==> src/rtl/truth_table_sequencer.sv <==
`default_nettype none
// ============================================================================
// Module   : truth_table_sequencer
// Purpose  : Self-test sequencer for a 3-input, single-output logic block.
//            Holds a loadable table of ROWS entries {A,B,C,F}. On start it
//            applies each row's {A,B,C} to the block under test, waits SETTLE
//            cycles, compares the block's output with F and tallies results.
// Ports    : clk, rst_n          - clock, synchronous active-low reset
//            tt_wr_en/addr/data  - table write port (ignored while busy)
//            start               - level-sampled run request (IDLE only)
//            dut_in / dut_f      - registered stimulus out, response in
//            busy / done         - run in progress / one-cycle end pulse
//            pass_count, fail_count, first_fail_valid, first_fail_row
// Revision : 1.0 - initial release
// ============================================================================
module truth_table_sequencer #(
  parameter int ROWS   = 16,  // table depth, 2..16
  parameter int SETTLE = 1    // wait cycles before sampling dut_f, 1..7
) (
  input  logic       clk,
  input  logic       rst_n,
  input  logic       tt_wr_en,
  input  logic [3:0] tt_wr_addr,
  input  logic [3:0] tt_wr_data,
  input  logic       start,
  output logic [2:0] dut_in,
  input  logic       dut_f,
  output logic       busy,
  output logic       done,
  output logic [4:0] pass_count,
  output logic [4:0] fail_count,
  output logic       first_fail_valid,
  output logic [3:0] first_fail_row
);

  localparam logic [2:0] c_ST_IDLE  = 3'd0;
  localparam logic [2:0] c_ST_APPLY = 3'd1;
  localparam logic [2:0] c_ST_WAIT  = 3'd2;
  localparam logic [2:0] c_ST_CHECK = 3'd3;
  localparam logic [2:0] c_ST_DONE  = 3'd4;

  localparam logic [2:0] c_SETTLE_INIT = 3'(SETTLE);
  localparam logic [3:0] c_LAST_ROW    = 4'(ROWS - 1);

  logic [2:0] state_q, state_d;
  logic [3:0] row_q, row_d;
  logic [2:0] settle_q, settle_d;
  logic [2:0] dut_in_q, dut_in_d;
  logic       busy_q, busy_d;
  logic       done_q, done_d;
  logic [4:0] pass_count_q, pass_count_d;
  logic [4:0] fail_count_q, fail_count_d;
  logic       ff_valid_q, ff_valid_d;
  logic [3:0] ff_row_q, ff_row_d;

  logic [3:0] table_q [ROWS];
  logic [3:0] row_entry;
  logic       wr_ok;

  // --------------------------------------------------------------------------
  // Table storage: not reset. Addresses at or above ROWS match no row and are
  // therefore dropped without any explicit range check.
  // --------------------------------------------------------------------------
  assign wr_ok = tt_wr_en && !busy_q;

  always_ff @(posedge clk) begin
    for (int i = 0; i < ROWS; i++) begin
      if (wr_ok && (tt_wr_addr == 4'(i))) begin
        table_q[i] <= tt_wr_data;
      end
    end
  end

  // Read mux for the current row
  always_comb begin
    row_entry = '0;
    for (int i = 0; i < ROWS; i++) begin
      if (row_q == 4'(i)) begin
        row_entry = table_q[i];
      end
    end
  end

  // --------------------------------------------------------------------------
  // State and datapath registers
  // --------------------------------------------------------------------------
  always_ff @(posedge clk) begin
    if (!rst_n) begin
      state_q      <= c_ST_IDLE;
      row_q        <= '0;
      settle_q     <= '0;
      dut_in_q     <= '0;
      busy_q       <= 1'b0;
      done_q       <= 1'b0;
      pass_count_q <= '0;
      fail_count_q <= '0;
      ff_valid_q   <= 1'b0;
      ff_row_q     <= '0;
    end else begin
      state_q      <= state_d;
      row_q        <= row_d;
      settle_q     <= settle_d;
      dut_in_q     <= dut_in_d;
      busy_q       <= busy_d;
      done_q       <= done_d;
      pass_count_q <= pass_count_d;
      fail_count_q <= fail_count_d;
      ff_valid_q   <= ff_valid_d;
      ff_row_q     <= ff_row_d;
    end
  end

  // --------------------------------------------------------------------------
  // Next-state logic
  // --------------------------------------------------------------------------
  always_comb begin
    state_d = state_q;
    case (state_q)
      c_ST_IDLE:  if (start) state_d = c_ST_APPLY;
      c_ST_APPLY: state_d = c_ST_WAIT;
      // The counter is loaded with SETTLE, so WAIT lasts exactly SETTLE cycles
      c_ST_WAIT:  if (settle_q == 3'd1) state_d = c_ST_CHECK;
      c_ST_CHECK: state_d = (row_q == c_LAST_ROW) ? c_ST_DONE : c_ST_APPLY;
      c_ST_DONE:  state_d = c_ST_IDLE;
      default:    state_d = c_ST_IDLE;
    endcase
  end

  // --------------------------------------------------------------------------
  // Datapath / output next values
  // --------------------------------------------------------------------------
  always_comb begin
    row_d        = row_q;
    settle_d     = settle_q;
    dut_in_d     = dut_in_q;
    busy_d       = busy_q;
    done_d       = 1'b0;
    pass_count_d = pass_count_q;
    fail_count_d = fail_count_q;
    ff_valid_d   = ff_valid_q;
    ff_row_d     = ff_row_q;
    case (state_q)
      c_ST_IDLE: begin
        if (start) begin
          row_d        = '0;
          pass_count_d = '0;
          fail_count_d = '0;
          ff_valid_d   = 1'b0;
          ff_row_d     = '0;
          busy_d       = 1'b1;
        end
      end
      c_ST_APPLY: begin
        dut_in_d = row_entry[3:1];
        settle_d = c_SETTLE_INIT;
      end
      c_ST_WAIT: begin
        settle_d = settle_q - 3'd1;
      end
      c_ST_CHECK: begin
        if (dut_f == row_entry[0]) begin
          pass_count_d = pass_count_q + 5'd1;
        end else begin
          fail_count_d = fail_count_q + 5'd1;
          // Rows are walked in ascending order, so the first capture is the
          // lowest failing row.
          if (!ff_valid_q) begin
            ff_valid_d = 1'b1;
            ff_row_d   = row_q;
          end
        end
        if (row_q != c_LAST_ROW) begin
          row_d = row_q + 4'd1;
        end
      end
      c_ST_DONE: begin
        // done rises as busy falls, so the two never overlap
        done_d   = 1'b1;
        busy_d   = 1'b0;
        dut_in_d = '0;
      end
      default: ;
    endcase
  end

  assign dut_in           = dut_in_q;
  assign busy             = busy_q;
  assign done             = done_q;
  assign pass_count       = pass_count_q;
  assign fail_count       = fail_count_q;
  assign first_fail_valid = ff_valid_q;
  assign first_fail_row   = ff_row_q;

endmodule
`default_nettype wire

==> config.mk <==
export PLATFORM = sky130hd
export DESIGN_NAME = truth_table_sequencer
export DESIGN_NICKNAME = d
export VERILOG_FILES = /design/src/rtl/truth_table_sequencer.sv
export SDC_FILE = /design/constraint.sdc
export NUM_CORES = 1
export LEC_CHECK = 0
export ABC_CLOCK_PERIOD_IN_PS = 3800
export CORE_UTILIZATION = 50
export DETAILED_ROUTE_END_ITERATION = 16
export HOLD_SLACK_MARGIN = 0.15
export PLACE_DENSITY = 0.71
export SETUP_SLACK_MARGIN = 0.2
export SLEW_MARGIN = 25
export SYNTH_ARGS = -nofsm -noshare
export SYNTH_HDL_FRONTEND = slang
export SYNTH_SLANG_ARGS = --single-unit
==> constraint.sdc <==
create_clock -name clk -period 3.8 [get_ports clk]
set_input_delay 0.76 -clock clk [delete_from_list [all_inputs] [get_ports clk]]
set_output_delay 0.76 -clock clk [all_outputs]
set_load 0.005 [all_outputs]
* Word-level counts from Yosys, hierarchy flattened
Memories as Yosys holds them, arrays and structs flattened.
Index checks and enable logic that the tools add are counted.
** Cells by class
- $add $sub $neg :: 4
- Equal/unequal tests :: 43
- Muxes and demuxes :: 116
- Reductions and logical operators :: 46
** Operators by type and width (count)
- 2-to-1 mux 4 bit :: 50
- == test 4 bit, second input constant :: 16
- OR reduction 4 bit :: 15
- 2-to-1 mux 1 bit :: 51
- == test 4 x 3 -> 1 bit, second input constant :: 8
- one-hot mux 5 bit (2 select lines) :: 2
- logical AND 1 bit :: 17
- == test 4 x 2 -> 1 bit, second input constant :: 4
- one-hot mux 4 bit (2 select lines) :: 2
- 2-to-1 mux 5 bit :: 3
- != test 2 bit, second input constant :: 6
- one-hot mux 3 bit (2 select lines) :: 2
- one-hot mux 3 bit (4 select lines) :: 1
- adder 5 x 1 -> 5 bit, second input constant :: 2
- 2-to-1 mux 3 bit :: 3
- AND reduction 3 bit :: 3
- == test 4 x 1 -> 1 bit, second input constant :: 2
- zero test 4 bit :: 2
- nonzero test 2 bit :: 4
- == test 3 x 1 -> 1 bit, second input constant :: 2
- == test 3 x 2 -> 1 bit, second input constant :: 2
- adder 4 x 1 -> 4 bit, second input constant :: 1
- != test 4 bit, second input constant :: 1
- one-hot mux 1 bit (2 select lines) :: 2
- other kinds (7) :: 8
** Storage, ports and cells
- Register bits after elaboration :: 30
- Memory bits (writable) :: 64
- Bits of input ports :: 13
- Output and inout port bits :: 20
- Word-level logic and storage cells :: 220
- Memories :: 1
** Memory list
- table_q :: words 16, bits a word 4, rd ports 16, clocked after memory_dff 0, write ports 1, RTL line 56 : logic [3:0] table_q [ROWS];

* Longest topological paths before layout
Gate-level depths: netlist (run 1).
- Depth in word-level cells :: 21
- Depth in mapped cells :: 11
- Gate-level depth less buffers :: 9

* Least setup slack after synthesis (run 1)
No wires, ideal clock.
- Path kind :: register to register
- Start point :: reg row_q[1]
- End point :: reg pass_count_q[2] (netlist: pass_count[2])
- Setup time :: 116 ps
- Arrival :: 2195 ps
- Data required time :: 3684 ps
- Setup slack :: 1489 ps
- Stages on the path, launching flop included :: 12
- Buffers on the path :: 2
- Period minus slack after synthesis :: 2311 ps
- Cell sequence :: dfxtp_1 -> inv_1 -> ha_1 -> buf_6 -> and3b_1 -> o221ai_1 -> a221o_1 -> a22oi_2 -> xnor2_2 -> buf_6 -> a31oi_1 -> a41o_1
** On the way
- Longest elaborated chain between the ends :: 20
- Elaborated cells between the ends (all ways) :: 35
- Classes of those cells :: eq/ne (17); mux (16); reduce/logical (2)
** Ends and longest elaborated chain
- start: declaration :: RTL line 46 : logic [3:0] row_q, row_d;
- start signal: assignment :: RTL line 101 : row_q <= row_d;
- zero test 4 bit :: RTL line 78 : if (row_q == 4'(i)) begin
- 2-to-1 mux 4 bit (15 in a row) :: RTL line 78
- 2-to-1 mux 4 bit (*) :: RTL line 78
- == test 1 bit (*) :: RTL line 161 : if (dut_f == row_entry[0]) begin
- != test 2 bit (no source line) (*)
- AND reduction 3 bit (no source line) (*)
- end signal: assignment :: RTL line 106 : pass_count_q <= pass_count_d;
- end: declaration :: RTL line 51 : logic [4:0] pass_count_q, pass_count_d;
Mark *: on every way between the ends. The rest lies on a longest branch, timed or not.
A chain may end at the register's enable or synchronous reset.

* Worst setup path in the final report (run 1)
- Start point :: reg row_q[0]
- End point :: reg fail_count_q[3] (netlist: fail_count[3])
** On the way
- Longest elaborated chain between the ends :: 20
- Elaborated cells between the ends (all ways) :: 35
- Classes of those cells :: eq/ne (17); mux (16); reduce/logical (2)
** Ends and longest elaborated chain
- zero test 4 bit :: RTL line 78
- 2-to-1 mux 4 bit (15 in a row) :: RTL line 78
- 2-to-1 mux 4 bit (*) :: RTL line 78
- == test 1 bit (*) :: RTL line 161
- != test 2 bit (no source line) (*)
- AND reduction 3 bit (no source line) (*)
- end signal: assignment :: RTL line 107 : fail_count_q <= fail_count_d;
- end: declaration :: RTL line 52 : logic [4:0] fail_count_q, fail_count_d;
Marked as above.

==> flow_summary.json, run 1 <==
{
  "run_status": "complete, no violations",
  "number_of_enable_type_register_cells_in_the_synthesized_netlist": 64,
  "tritoncts_num_sinks": 94,
  "cts-resized-gates": 0,
  "insertedDiodeCount": 0,
  "timing.max_cap.violations": 0,
  "layout-drive-gt1-share": 0.0674,
  "fp.dieW_um": 95.1,
  "hold_start": "pass_count[4]",
  "count_of_endpoints_failing_setup_in_the_final_report": 0,
  "synthesis.yosys.warnings": 0,
  "clkTransAtPathRegs_ns": 0.09,
  "synth_top_flop_cell": "edfxtp_1",
  "detailroute.via_count": 3169,
  "drc": 0,
  "post-place-cells": 519,
  "worst_skew_pair.late_latency_ns": 0.36,
  "finalPower_uw": 1940,
  "layout.cell_area.non_filler_sq_um": 4900,
  "share_of_the_cycle_needed_by_the_critical_path_after_routing": 0.829,
  "timing.critical_path.arrival_ns": 3.46,
  "ys_async_sr_fraction": 0,
  "cellPowerDensity_nw_per_um2": 397,
  "leakagePower_uw": 0.00162,
  "final_max_slew_viol_count": 0,
  "number_of_global_route_vias_before_repair": 3003,
  "max-clock-path-buffers": 2,
  "ys_seq_elements": 94,
  "regToRegEndpoint": "fail_count[3]",
  "cts_tree": "built",
  "synth_largest_type_area_fraction": 0.443,
  "holdCritPathClass": "reg -> reg",
  "instances_no_fill": 535,
  "drtAntennaViolNets": 0,
  "hold_viol_final": 0,
  "peakVddDrop_mv": 0.217,
  "finish.utilization": 0.590,
  "synthCells": 401,
  "worst_slew_margin_rel": 0.488,
  "post-cts-setup-buffer-count": 0,
  "antenna_found_initial": 0,
  "finalSetupTns_ns": 0,
  "grt_setup_unrepaired": "no",
  "core_area_sq_um": 8300,
  "rr_worst_depth": 9,
  "row_count": 33,
  "final_net_count": 446,
  "dp.final_hpwl_um": 6710,
  "gr-usage-all-layers": 0.226,
  "final_period_minus_worst_setup_slack_ns": 3.15,
  "number_of_port_buffers": 32,
  "timing.reg2reg.setup_slack_ns": 0.65,
  "reg_to_reg_startpoint": "row_q[0]",
  "cts.htree.levels": 3,
  "final.fill_count": 704,
  "detail_route.first_pass.iterations": 5,
  "worst_ep_required_ns": 4.11,
  "die_height_um": 95.1,
  "ctsHoldBuffers": 0,
  "post-synth-top-count-cell": "edfxtp_1",
  "clock-root-buffer": "clkbuf_8",
  "worst_pin_slew_ns": 0.766,
  "yosysSeqAreaShare": 0.582,
  "fp.dieArea_sq_um": 9050,
  "grt.overflow.total": 0,
  "drtIter0Drc": 172,
  "synth.lib_cells_used.distinct": 62,
  "vias_per_cell": 5.92,
  "worstHoldEndpoint": "pass_count[4]",
  "global_route_wire_length_before_repair_um": 15300,
  "crit_path_max_fanout": 13,
  "hold-path-cell-count": 2,
  "mappedNetlistNets": 422,
  "numCtsBuffers": 9,
  "synth.avg_cell_area_sq_um": 10.8,
  "cp-start-kind": "flop",
  "synthTopCellsByCount": "edfxtp_1 (64), nand2_1 (45), nor2_1 (35), dfxtp_1 (30), o21ai_0 (30)",
  "netlist_top_cells_area": "edfxtp_1 (44%), dfxtp_1 (14%), nand2_1 (3.9%)",
  "initial_utilization": 0.523,
  "area_delta_synth_final_pct": 13.0,
  "timing.setup.critical_path_class": "reg -> reg",
  "grt_max_degree": 29,
  "detail_route.wirelength_um": 9540,
  "gp_congestion": 0.912,
  "wl_per_cell_um": 17.8,
  "post-synth-top-area-cell": "edfxtp_1",
  "placed_area_sq_um": 4700,
  "finClkSkew_ns": 0.0101,
  "worstSetupEndpointType": "flop",
  "ios": 33,
  "synth.cell_area_sq_um": 4340,
  "fmaxAchievable_ghz": 0.317
}
[stage by stage]
| stage | hold slack, ns | setup slack (ns) |
|---|---|---|
| after floorplan | 0.457 | 1.49 |
| after global placement | 0.453 | 0.944 |
| after detailed placement | 0.467 | 0.736 |
| after CTS | 0.480 | 0.706 |
| after global routing | 0.504 | 0.486 |
| final | 0.478 | 0.649 |
[cells by family (layout without fill, tap and decap cells)]
kind of cell	Yosys count	after routing	share of synthesized area
AOI/OAI and AO/OA	109	109	0.165
DFF	94	94	0.582
muxes	9	9	0.0211
adders and majority gates	8	8	0.0231
xor gates and xnor gates	4	4	0.00981
buffers and inverters	34	63	0.0358
and+or+nand+nor	143	143	0.163
[registers in the layout, indices dropped and copies added, names as in the netlist]
name / flops
dut_in: 3
settle_q: 3
busy: 1
pass_count: 5
first_fail_valid: 1
state_q: 3
table_q: 64
first_fail_row: 4
fail_count: 5
row_q: 4
done: 1
[metal layers]
layer  wire length [um]  share of wire  track usage
met5                  0              0            0
met4                132          0.014       0.0720
met3                488          0.051       0.0470
met2               4390           0.46        0.357
met1               4530           0.47        0.311
[worst max path at each step]
| stage | start | endpoint | slack [ns] |
|---|---|---|---|
| final | row_q[0] | fail_count[3] | 0.65 |
| after global routing | row_q[0] | pass_count[2] | 0.49 |
| after CTS | row_q[0] | pass_count[2] | 0.71 |
| after detailed placement | row_q[0] | pass_count[2] | 0.74 |
| after global placement | row_q[0] | fail_count[2] | 0.94 |
| after floorplan | row_q[1] | pass_count[2] | 1.49 |
[final cells by class]
| type | count | area (sq um) | area share |
|---|---|---|---|
| Multi-Input combinational cell | 273 | 1660 | 0.339 |
| Sequential cell | 94 | 2520 | 0.515 |
| Tap cell | 105 | 131 | 0.0268 |
| Inverter | 11 | 41.3 | 0.00843 |
| Clock buffer | 9 | 124 | 0.0253 |
| Clock inverter | 7 | 71.3 | 0.0146 |
| Timing Repair Buffer | 36 | 350 | 0.0715 |
[layout by cell type (no fill, tap or decap), types with 3 or more instances in the layout]
cell type and instances:
nor3_1 4, a221oi_1 3, nand2_1 45, nand3_1 13, nor2_1 35, ha_1 8
buf_4 4, a221o_1 4, nand4b_1 3, or3_1 3, o22ai_1 6, and2_1 4
o2111ai_1 3, and3_1 6, o21ai_0 30, a32o_1 3, nand2b_1 12, o31ai_1 3
nor2b_1 4, o21ai_1 4, clkbuf_8 9, mux2i_1 8, a21boi_0 4, inv_1 10
a31oi_1 5, a21oi_1 22, clkdlybuf4s50_1 32, edfxtp_1 64, a22oi_1 4, dfxtp_1 30
[power by group]
group | leakage, uW | switching (uW) | internal [uW]
combinational | 0.000708 | 89.3 | 63.3
clock | 0.0000937 | 356 | 305
sequential | 0.000820 | 21.1 | 1110
[critical path: stages (launching register included)]
cell and delay, ns:
dfxtp_1 0.38, inv_1 0.11, ha_1 0.52, clkinv_1 0.44
o221ai_1 0.33, a221o_1 0.22, a22oi_2 0.10, xnor2_2 0.54
nand2b_4 0.29, a32o_1 0.18
Power figures use the tool's default switching activity.
==> run 2: changes to the inputs <==
--- a/config.mk
+++ b/config.mk
@@ -5,7 +5,7 @@
 export SDC_FILE = /design/constraint.sdc
 export NUM_CORES = 1
 export LEC_CHECK = 0
-export ABC_CLOCK_PERIOD_IN_PS = 3800
+export ABC_CLOCK_PERIOD_IN_PS = 3200
 export CORE_UTILIZATION = 50
 export DETAILED_ROUTE_END_ITERATION = 16
 export HOLD_SLACK_MARGIN = 0.15
==> constraint.sdc (replaced) <==
create_clock -name clk -period 3.2 [get_ports clk]
set_input_delay 0.64 -clock clk [delete_from_list [all_inputs] [get_ports clk]]
set_output_delay 0.64 -clock clk [all_outputs]
set_load 0.005 [all_outputs]
==> run 2 against run 1 <==
  * Die area unchanged
  * Flip-flop and latch count unchanged
  * Global-route usage is 0.099 points higher
  * Count of clock-buffer cells in the layout did not move
  * Critical path depth unchanged
  * First-iteration DRC count is 76% higher
  * Maximum frequency is 13% higher
  * Highest routed layer unchanged
==> flow_summary.json, run 2 (synthesized netlist as in run 1, its figures left out) <==
{
  "wl_per_cell_um": 17.9,
  "drc": 0,
  "final_period_minus_worst_setup_slack_ns": 2.78,
  "grt_setup_unrepaired": "no",
  "reg_to_reg_startpoint": "row_q[1]",
  "max_ffs_per_register": 64,
  "peakVddDrop_mv": 0.289,
  "top_register": "table_q",
  "detail_route.first_pass.iterations": 4,
  "power_frac_clock": 0.361,
  "timing.critical_path.arrival_ns": 3.02,
  "finClkSkew_ns": 0.0140,
  "grt.overflow.total": 0,
  "worst_skew_pair.late_latency_ns": 0.36,
  "number_of_global_route_vias_before_repair": 2954,
  "detail_route.wirelength_um": 9620,
  "finalSetupTns_ns": 0,
  "fp.dieW_um": 95.1,
  "worst_pin_slew_ns": 0.674,
  "max-clock-path-buffers": 2,
  "pwr-share-seq": 0.562,
  "worstSetupEndpointType": "flop",
  "tritoncts_num_sinks": 94,
  "leakagePower_uw": 0.00165,
  "count_of_endpoints_failing_setup_in_the_final_report": 0,
  "number_of_port_buffers": 32,
  "fmaxAchievable_ghz": 0.360,
  "numCtsBuffers": 9,
  "power.net_switching_uw": 553,
  "initial_utilization": 0.523,
  "share_of_the_cycle_needed_by_the_critical_path_after_routing": 0.869,
  "fp.dieArea_sq_um": 9050,
  "worst_ep_required_ns": 3.44,
  "cellPowerDensity_nw_per_um2": 482,
  "vias_per_cell": 5.91,
  "instances_no_fill": 538,
  "dp.final_hpwl_um": 6700,
  "final_net_count": 449,
  "run_status": "complete, no violations",
  "timing.max_cap.violations": 0,
  "row_count": 33,
  "global_route_wire_length_before_repair_um": 15200,
  "sw_frac_of_total": 0.231,
  "hold_viol_final": 0,
  "crit_path_max_fanout": 20,
  "cts_tree": "built",
  "internal-power_uw": 1840,
  "clkTransAtPathRegs_ns": 0.10,
  "core_area_sq_um": 8300,
  "gp_congestion": 0.891,
  "cp-start-kind": "flop",
  "die_height_um": 95.1,
  "setup.worst_path.start": "row_q[1]",
  "drtAntennaViolNets": 0,
  "post-place-cells": 522,
  "cts.htree.levels": 3,
  "mostFrequentLayoutCells": "edfxtp_1 (64), nand2_1 (45), nor2_1 (35)",
  "final_max_slew_viol_count": 0,
  "p_comb_frac": 0.077,
  "layout-drive-gt1-share": 0.0762,
  "insertedDiodeCount": 0,
  "final_common_cell": "edfxtp_1",
  "area_delta_synth_final_pct": 14.3,
  "gr-usage-all-layers": 0.227,
  "clock-root-buffer": "clkbuf_8",
  "drtIter0Drc": 303,
  "hold_start": "pass_count[4]",
  "final.fill_count": 702,
  "timing.setup.critical_path_class": "reg -> reg",
  "holdCritPathClass": "reg -> reg",
  "antenna_found_initial": 0,
  "detailroute.via_count": 3181,
  "worst_slew_margin_rel": 0.550,
  "ios": 33,
  "grt_max_degree": 26
}
[run 2: changes by cell type in the layout (fill, tap and decap cells not counted), sizes merged]
cell,change
bufinv,+1
buf,+3
clkinvlp,-1
[run 2: area by class of cell]
class                   count  area (sq um)  share of cell area
repair buffers             39           373              0.0752
inverters                  11          41.3             0.00833
well taps                 105           131              0.0265
flip-flops and latches     94          2520               0.509
multi-input cells         273          1670               0.337
clock inverters             7          93.8              0.0189
clock buffers               9           124              0.0250
[run 2: worst paths after layout]
check | endpoint | slack, ns | cells past startpoint
max | fail_count[3] | 0.42 | 9
max reg2reg | fail_count[3] | 0.42 | 9
min | pass_count[4] | 0.48 | 2
min reg2reg | pass_count[4] | 0.48 | 2
[run 2: per-stage QoR]
step	power, uW	area [sq um]	utilization	hold slack, ns	worst slack (ns)
finish	2390	4960	0.597	0.479	0.420
global route	2480	4960	0.597	0.503	0.232
CTS	2400	4940	0.596	0.483	0.317
detailed placement	1550	4730	0.570	0.469	0.349
global placement	1550	4730	0.570	0.455	0.409
floorplan	1480	4340	-	0.457	0.889
[run 2: worst max-delay path, stage by stage (launching register included)]
cell and delay (ns):
dfxtp_1 0.45, inv_1 0.10, ha_2 0.30, and2b_1 0.37
o2111ai_1 0.16, a221o_1 0.33, a22oi_2 0.29, xnor2_4 0.19
nand2b_4 0.21, a32o_1 0.27
[run 2: repair_timing]
| item | in CTS | in global routing |
|---|---|---|
| hold buffers | 0 | 0 |
| buffers inserted | 0 | 0 |
| gates resized for setup | 0 | 2 |
| setup endpoints to repair | 0 | 15 |
[run 2: per-layer routing]
| layer | global-route usage | vias to the layer above | share of wire |
|---|---|---|---|
| li1 | - | 1540 | - |
| met1 | 0.305 | 1520 | 0.46 |
| met2 | 0.362 | 109 | 0.48 |
| met3 | 0.0407 | 12 | 0.049 |
| met4 | 0.0934 | 0 | 0.014 |
| met5 | 0 | - | 0 |
[run 2: power by group through the flow]
| stage | combinational, uW | clock, uW | sequential (uW) |
|---|---|---|---|
| after floorplan | 122 | 0 | 1360 |
| after detailed placement | 181 | 0 | 1370 |
| final | 184 | 863 | 1340 |
| after global routing | 207 | 922 | 1350 |
| after global placement | 178 | 0 | 1370 |
| after CTS | 183 | 875 | 1340 |
